--- config.mk ---
export PLATFORM = sky130hd
export DESIGN_NAME = mips_cpu_bus_master
export DESIGN_NICKNAME = d
export VERILOG_FILES = /design/src/rtl/mips_cpu_bus_pkg.sv /design/src/rtl/mips_cpu_bus_lane_align.sv /design/src/rtl/mips_cpu_bus_master.sv
export SDC_FILE = /design/constraint.sdc
export NUM_CORES = 1
export LEC_CHECK = 0
export ABC_AREA = 1
export CORE_MARGIN = 4
export CORE_UTILIZATION = 41
export DETAILED_ROUTE_END_ITERATION = 16
export PLACE_DENSITY_LB_ADDON = 0.1
export SLEW_MARGIN = 5
export SYNTH_ARGS = -nofsm -noshare
export SYNTH_HDL_FRONTEND = slang
export SYNTH_SLANG_ARGS = --single-unit
--- constraint.sdc ---
create_clock -name clk -period 3.5 [get_ports clk]
set_input_delay 0.7 -clock clk [delete_from_list [all_inputs] [get_ports clk]]
set_output_delay 0.7 -clock clk [all_outputs]
set_load 0.03 [all_outputs]
--- src/rtl/mips_cpu_bus_pkg.sv ---
// Shared types and constants for the MIPS CPU bus master.
// Latency: n/a (types, constants and pure helper functions only).
// Backpressure: n/a.
package mips_cpu_bus_pkg;

  // Access size as encoded on the core request port. Encoding 3 is unused
  // and is treated as a misaligned access by the lane aligner.
  typedef enum logic [1:0] {
    BYTE = 2'd0,
    HALF = 2'd1,
    WORD = 2'd2
  } size_t;

  typedef enum logic [1:0] {
    IDLE  = 2'd0,
    REQ   = 2'd1,
    RDATA = 2'd2,
    RESP  = 2'd3
  } bus_state_t;

  // Byte-lane enables; lane k carries byte address (word base + k).
  localparam logic [3:0] BE_WORD = 4'b1111;
  localparam logic [3:0] BE_LO   = 4'b0011;
  localparam logic [3:0] BE_HI   = 4'b1100;
  localparam logic [3:0] BE_BYTE = 4'b0001;

  // Extend a byte to 32 bits; sign-extends only when is_signed is set.
  function automatic logic [31:0] ext8(input logic [7:0] b, input logic is_signed);
    return {{24{is_signed & b[7]}}, b};
  endfunction

  // Extend a halfword to 32 bits; sign-extends only when is_signed is set.
  function automatic logic [31:0] ext16(input logic [15:0] h, input logic is_signed);
    return {{16{is_signed & h[15]}}, h};
  endfunction

endpackage

--- src/rtl/mips_cpu_bus_lane_align.sv ---
// Lane steering: byteenable/writedata generation, load extraction, alignment check.
// Latency: purely combinational.
// Backpressure: none; outputs follow inputs.
//
// Ports:
//   size       - access size (0 byte, 1 half, 2 word, 3 illegal)
//   addr_lo    - low two bits of the byte address
//   is_signed  - sign-extend sub-word loads
//   wdata      - right-justified store data
//   readdata   - raw bus word
//   byteenable - active lanes for the access
//   writedata  - store data replicated into every candidate lane
//   rdata      - selected lane(s) of readdata, extended to 32 bits
//   misaligned - access cannot be issued as a single aligned bus word
module mips_cpu_bus_lane_align
  import mips_cpu_bus_pkg::*;
(
  input  logic [1:0]  size,
  input  logic [1:0]  addr_lo,
  input  logic        is_signed,
  input  logic [31:0] wdata,
  input  logic [31:0] readdata,
  output logic [3:0]  byteenable,
  output logic [31:0] writedata,
  output logic [31:0] rdata,
  output logic        misaligned
);

  // Readdata shifted so the addressed byte lands in bits [7:0].
  logic [31:0] byte_shifted;
  logic [15:0] half_sel;

  assign byte_shifted = readdata >> {addr_lo, 3'b000};
  assign half_sel     = addr_lo[1] ? readdata[31:16] : readdata[15:0];

  always_comb begin
    byteenable = 4'b0000;
    writedata  = wdata;
    rdata      = readdata;
    misaligned = 1'b0;
    case (size_t'(size))
      BYTE: begin
        byteenable = BE_BYTE << addr_lo;
        writedata  = {4{wdata[7:0]}};
        rdata      = ext8(byte_shifted[7:0], is_signed);
      end
      HALF: begin
        byteenable = addr_lo[1] ? BE_HI : BE_LO;
        writedata  = {2{wdata[15:0]}};
        rdata      = ext16(half_sel, is_signed);
        misaligned = addr_lo[0];
      end
      WORD: begin
        byteenable = BE_WORD;
        misaligned = |addr_lo;
      end
      default: begin
        // Encoding 3 has no defined width; reject it like a misaligned access.
        misaligned = 1'b1;
      end
    endcase
  end

endmodule

--- src/rtl/mips_cpu_bus_master.sv ---
// Bus initiator for the MIPS core memory port: one load/store at a time.
// Latency: store 2 cycles accept->resp, load 3 cycles, +1 per waitrequest cycle; misaligned 1 cycle.
// Backpressure: req_ready only in IDLE; bus request held stable while waitrequest is high.
//
// Ports:
//   clk, reset            - clock and asynchronous active-high reset
//   req_valid/req_ready   - core request handshake
//   req_write, req_size, req_signed, req_addr, req_wdata - request fields
//   resp_valid/resp_rdata/resp_err - one-cycle completion with load data or error
//   address, read, write, byteenable, writedata - bus request (all registered)
//   waitrequest, readdata - bus slave stall and read return data
module mips_cpu_bus_master
  import mips_cpu_bus_pkg::*;
#(
  parameter int ADDR_W = 32
) (
  input  logic              clk,
  input  logic              reset,
  input  logic              req_valid,
  output logic              req_ready,
  input  logic              req_write,
  input  logic [1:0]        req_size,
  input  logic              req_signed,
  input  logic [ADDR_W-1:0] req_addr,
  input  logic [31:0]       req_wdata,
  output logic              resp_valid,
  output logic [31:0]       resp_rdata,
  output logic              resp_err,
  output logic [ADDR_W-1:0] address,
  output logic              read,
  output logic              write,
  output logic [3:0]        byteenable,
  output logic [31:0]       writedata,
  input  logic              waitrequest,
  input  logic [31:0]       readdata
);

  bus_state_t state_q, state_d;

  // Request fields kept for the load extraction at the end of the transfer.
  logic [1:0] size_q;
  logic [1:0] addr_lo_q;
  logic       signed_q;
  logic       wr_q;

  // Next values of the registered outputs and update strobes.
  logic read_d, write_d;
  logic resp_valid_d, resp_err_d;
  logic latch_req;
  logic load_rdata;

  // Aligner sees the live request while idle (to decide accept/reject and
  // build lanes) and the latched request afterwards (to extract load data).
  logic        sel_live;
  logic [1:0]  al_size;
  logic [1:0]  al_addr_lo;
  logic        al_signed;
  logic [3:0]  al_be;
  logic [31:0] al_wdata;
  logic [31:0] al_rdata;
  logic        al_mis;

  assign sel_live   = (state_q == IDLE);
  assign al_size    = sel_live ? req_size     : size_q;
  assign al_addr_lo = sel_live ? req_addr[1:0] : addr_lo_q;
  assign al_signed  = sel_live ? req_signed   : signed_q;

  mips_cpu_bus_lane_align u_align (
    .size       (al_size),
    .addr_lo    (al_addr_lo),
    .is_signed  (al_signed),
    .wdata      (req_wdata),
    .readdata   (readdata),
    .byteenable (al_be),
    .writedata  (al_wdata),
    .rdata      (al_rdata),
    .misaligned (al_mis)
  );

  always_ff @(posedge clk or posedge reset) begin
    if (reset) begin
      state_q <= IDLE;
    end else begin
      state_q <= state_d;
    end
  end

  always_comb begin
    state_d      = state_q;
    read_d       = read;
    write_d      = write;
    resp_valid_d = 1'b0;
    resp_err_d   = 1'b0;
    latch_req    = 1'b0;
    load_rdata   = 1'b0;
    case (state_q)
      IDLE: begin
        if (req_valid) begin
          if (al_mis) begin
            // Rejected without touching the bus.
            state_d      = RESP;
            resp_valid_d = 1'b1;
            resp_err_d   = 1'b1;
          end else begin
            state_d   = REQ;
            latch_req = 1'b1;
            read_d    = ~req_write;
            write_d   = req_write;
          end
        end
      end
      REQ: begin
        if (!waitrequest) begin
          read_d  = 1'b0;
          write_d = 1'b0;
          if (wr_q) begin
            state_d      = RESP;
            resp_valid_d = 1'b1;
          end else begin
            state_d = RDATA;
          end
        end
      end
      RDATA: begin
        // Slave data is valid in this cycle; capture it on the way to RESP.
        state_d      = RESP;
        resp_valid_d = 1'b1;
        load_rdata   = 1'b1;
      end
      RESP: begin
        state_d = IDLE;
      end
      default: begin
        state_d = IDLE;
      end
    endcase
  end

  always_ff @(posedge clk or posedge reset) begin
    if (reset) begin
      req_ready  <= 1'b1;
      read       <= 1'b0;
      write      <= 1'b0;
      resp_valid <= 1'b0;
      resp_err   <= 1'b0;
      resp_rdata <= 32'd0;
      address    <= '0;
      byteenable <= 4'b0000;
      writedata  <= 32'd0;
      size_q     <= 2'd0;
      addr_lo_q  <= 2'd0;
      signed_q   <= 1'b0;
      wr_q       <= 1'b0;
    end else begin
      req_ready  <= (state_d == IDLE);
      read       <= read_d;
      write      <= write_d;
      resp_valid <= resp_valid_d;
      resp_err   <= resp_err_d;
      if (latch_req) begin
        address    <= {req_addr[ADDR_W-1:2], 2'b00};
        byteenable <= al_be;
        writedata  <= al_wdata;
        size_q     <= req_size;
        addr_lo_q  <= req_addr[1:0];
        signed_q   <= req_signed;
        wr_q       <= req_write;
      end
      // Load data persists until the next load completes.
      if (load_rdata) begin
        resp_rdata <= al_rdata;
      end
    end
  end

endmodule

==> impl_metrics.json <==
{
  "p_comb_share_pct": 61.2,
  "dieHeight_um": 125,
  "required_ns": 3.78,
  "final.period_utilization_pct": 71.2,
  "cts_hold_buffers": 0,
  "yosysSeqAreaShare_pct": 49.6,
  "rsz0062_at_grt": "no",
  "cts.sinks": 111,
  "start_util_pct": 42.2,
  "grtUsageMet3_pct": 4.65,
  "nNetsFinal": 1069,
  "powerDensity_mw_per_mm2": 1020,
  "io_buffers": 206,
  "min_from": "address[4]",
  "antenna_found_initial": 0,
  "p_total_mw": 8.22,
  "arrival_ns": 2.77,
  "cp_max_fo": 67,
  "synth_compound_area_share_pct": 6.65,
  "synth_simple_gate_area_share_pct": 34.3,
  "period_needed_ns": 2.49,
  "die_w_um": 125,
  "ant_nets": 0,
  "netlist_instances": 772,
  "row_count": 42,
  "whs_endpoint": "address[4]",
  "fin_tns_setup_ns": 0,
  "grt_pass1_wl_mm": 26.4,
  "syn_avg_cell_area_um2": 7.26,
  "vias_per_cell": 4.66,
  "critPathKind": "input pin to flip-flop",
  "synth_edf_count": 0,
  "vias": 5346,
  "htree_levels": 3,
  "seq_area_mm2": 0.00278,
  "synthMuxAreaShare_pct": 0,
  "dp.cells": 1130,
  "fillers": 1246,
  "holdCritPathClass": "flip-flop to flip-flop",
  "cts-root-buf": "clkbuf_16",
  "timing.slew.headroom_pct": 45.7,
  "drive_gt1_share_pct": 7.01,
  "area.growth.synth_to_final_pct": 44.0,
  "grt_max_degree": 68,
  "async_reset_ff_share_pct": 100,
  "status": "completed",
  "drc": 0,
  "r2r_setup_slack_ns": 1.18,
  "yosys_register_bits": 111,
  "post-dp-hpwl_mm": 12.2,
  "final-setup-viol-count": 0,
  "grt_util_met1_pct": 27.7,
  "synthDistinctLibCells": 26,
  "p_clk_share_pct": 11.9,
  "cts_tree": "done",
  "fmax_mhz": 401,
  "internal_power_mw": 4.28,
  "worst-slew-pin-transition_ns": 0.813,
  "switching_power_mw": 3.94,
  "gp_congestion": 0.929,
  "synth_ff_type": "dfrtp_1",
  "synth_top_family_by_area": "simple AND/OR/NAND/NOR gates",
  "gr-max-usage-layer": "met2",
  "grt_pass1_vias": 5247,
  "wirelength_mm": 16.3,
  "final_cells": 1146,
  "dr.pass1.iters": 5,
  "p_leak_nw": 4.16,
  "yosys_warnings": 0,
  "r2r-start": "state_q[0]",
  "finClkSkew_ns": 0.00569,
  "antenna_cells": 0,
  "switching_share_pct": 47.9,
  "core_area_mm2": 0.0133,
  "irDropWorstVdd_mv": 0.587,
  "cap_violations": 0,
  "synth_adder_area_share_pct": 0,
  "met2_usage_pct": 35.0,
  "clk_pin_slew_worst_paths_ns": 0.07,
  "synth_area_mm2": 0.00561,
  "multi_input_area_mm2": 0.00231,
  "startpoint_type": "input pin",
  "synth_xor_area_share_pct": 0,
  "clock_path_buffers": 2,
  "pwr-share-seq_pct": 26.9,
  "reg2regPathDepth": 10,
  "hold_viol": 0,
  "drt-initial-drc-count": 344,
  "grt_util_all_layers_pct": 20.9,
  "hold_depth": 2,
  "clk_latency_ns": 0.34,
  "end_kind": "flip-flop",
  "cts_setup_buffers": 0,
  "dieArea_mm2": 0.0156,
  "wl_per_cell_um": 14.3,
  "post_cts_resized": 0,
  "drv_slew": 0,
  "floorplan.io_pins": 209,
  "r2r-end": "byteenable[3]",
  "gr-total-overflow": 0,
  "cts_inserted_buffers": 9
}
-- final cells by class --
cell class / count / share of cell area [%]
clock buffer: 12 / 3.05
clock inverter: 4 / 0.387
inverter: 85 / 4.00
multi-input combinational: 543 / 28.6
sequential: 111 / 34.4
tap: 176 / 2.73
timing repair buffer: 215 / 26.8
-- worst max-delay path, stage by stage --
cell and delay, ns:
clkdlybuf4s50_1 0.44, inv_1 0.06, nand2_1 0.06, nand2_2 0.22, inv_2 0.09, o21ai_1 0.10
nand2_2 0.10, nor2_4 0.10, buf_4 0.55, o21ai_0 0.19, nand2_1 0.10
-- power groups by stage --
| stage | sequential (mW) | combinational (mW) | clock, mW |
|---|---|---|---|
| after CTS | 2.22 | 5.09 | 1.01 |
| after global routing | 2.29 | 5.54 | 1.05 |
| after detailed placement | 2.23 | 5.06 | 0 |
| after floorplan | 3.29 | 2.22 | 0 |
| after global placement | 2.22 | 5.03 | 0 |
| final | 2.21 | 5.04 | 0.976 |
-- cells in the mapped netlist (2+ instances only) --
cell	number	share of area, %
buf_4	7	0.94
buf_6	5	1.0
clkbuf_1	10	0.67
inv_2	7	0.47
nand2_1	351	23
o21ai_2	2	0.31
or2_2	24	2.7
nand3_1	38	3.4
inv_1	78	5.2
nor2_4	4	0.80
o21ai_0	46	4.1
dfrtp_1	110	49
nor2_1	46	3.1
nand2_2	4	0.45
buf_2	12	1.1
a21oi_1	18	1.6
-- state kept, by name (all words and copies together), names as in the netlist --
| name | count |
|---|---|
| resp_err | 1 |
| address | 30 |
| state_q | 2 |
| req_ready | 1 |
| read | 1 |
| writedata | 32 |
| signed_q | 1 |
| byteenable | 4 |
| wr_q | 1 |
| write | 1 |
| resp_valid | 1 |
| addr_lo_q | 2 |
| size_q | 2 |
| resp_rdata | 32 |
-- placed cells by master (no fill, tap or decap) --
cell type	count
a21oi_1	18
a22oi_1	1
a31oi_1	1
buf_12	3
buf_4	6
clkbuf_1	2
clkbuf_16	9
clkbuf_8	1
clkdlybuf4s50_1	206
clkinv_2	1
clkinv_4	2
clkinvlp_4	1
conb_1	2
dfrtp_1	110
dfstp_2	1
inv_1	77
inv_2	7
inv_6	1
nand2_1	351
nand2_2	4
nand2_4	1
nand3_1	38
nand3b_1	1
nand4_1	1
nor2_1	45
nor2_2	1
nor2_4	4
o2111ai_1	1
o211ai_1	1
o21ai_0	46
o21ai_1	1
o21ai_2	2
or2_2	24
-- per-layer routing --
metal	wire [um]	part of all wire (%)
met3	1010	6.2
met4	253	1.5
met1	7300	45
met5	0	0
met2	7780	48
-- per-stage QoR --
step | util (%) | area [um2] | hold slack (ns) | worst slack (ns)
after detailed placement | 58.6 | 7800 | 0.457 | 0.655
after global routing | 60.7 | 8080 | 0.490 | 0.770
final | 60.7 | 8080 | 0.472 | 1.01
after global placement | 58.6 | 7800 | 0.452 | 0.708
after floorplan | - | 5610 | 0.442 | 1.46
after CTS | 60.7 | 8080 | 0.476 | 1.02
-- cell families after synthesis --
family,Yosys count
AO/OA/AOI/OAI,71
buffers and inverters,119
flip-flops,111
other,1
AND/OR/NAND/NOR,470
-- worst max path at each step --
stage	startpoint	endpoint	cells after the start
after floorplan	reset	addr_lo_q[0]	1
after global placement	req_size[0]	byteenable[3]	11
after detailed placement	req_size[0]	byteenable[3]	11
after CTS	req_size[0]	byteenable[3]	11
after global routing	req_size[0]	byteenable[3]	11
final	req_size[0]	byteenable[3]	11
Power figures use the tool's default switching activity.
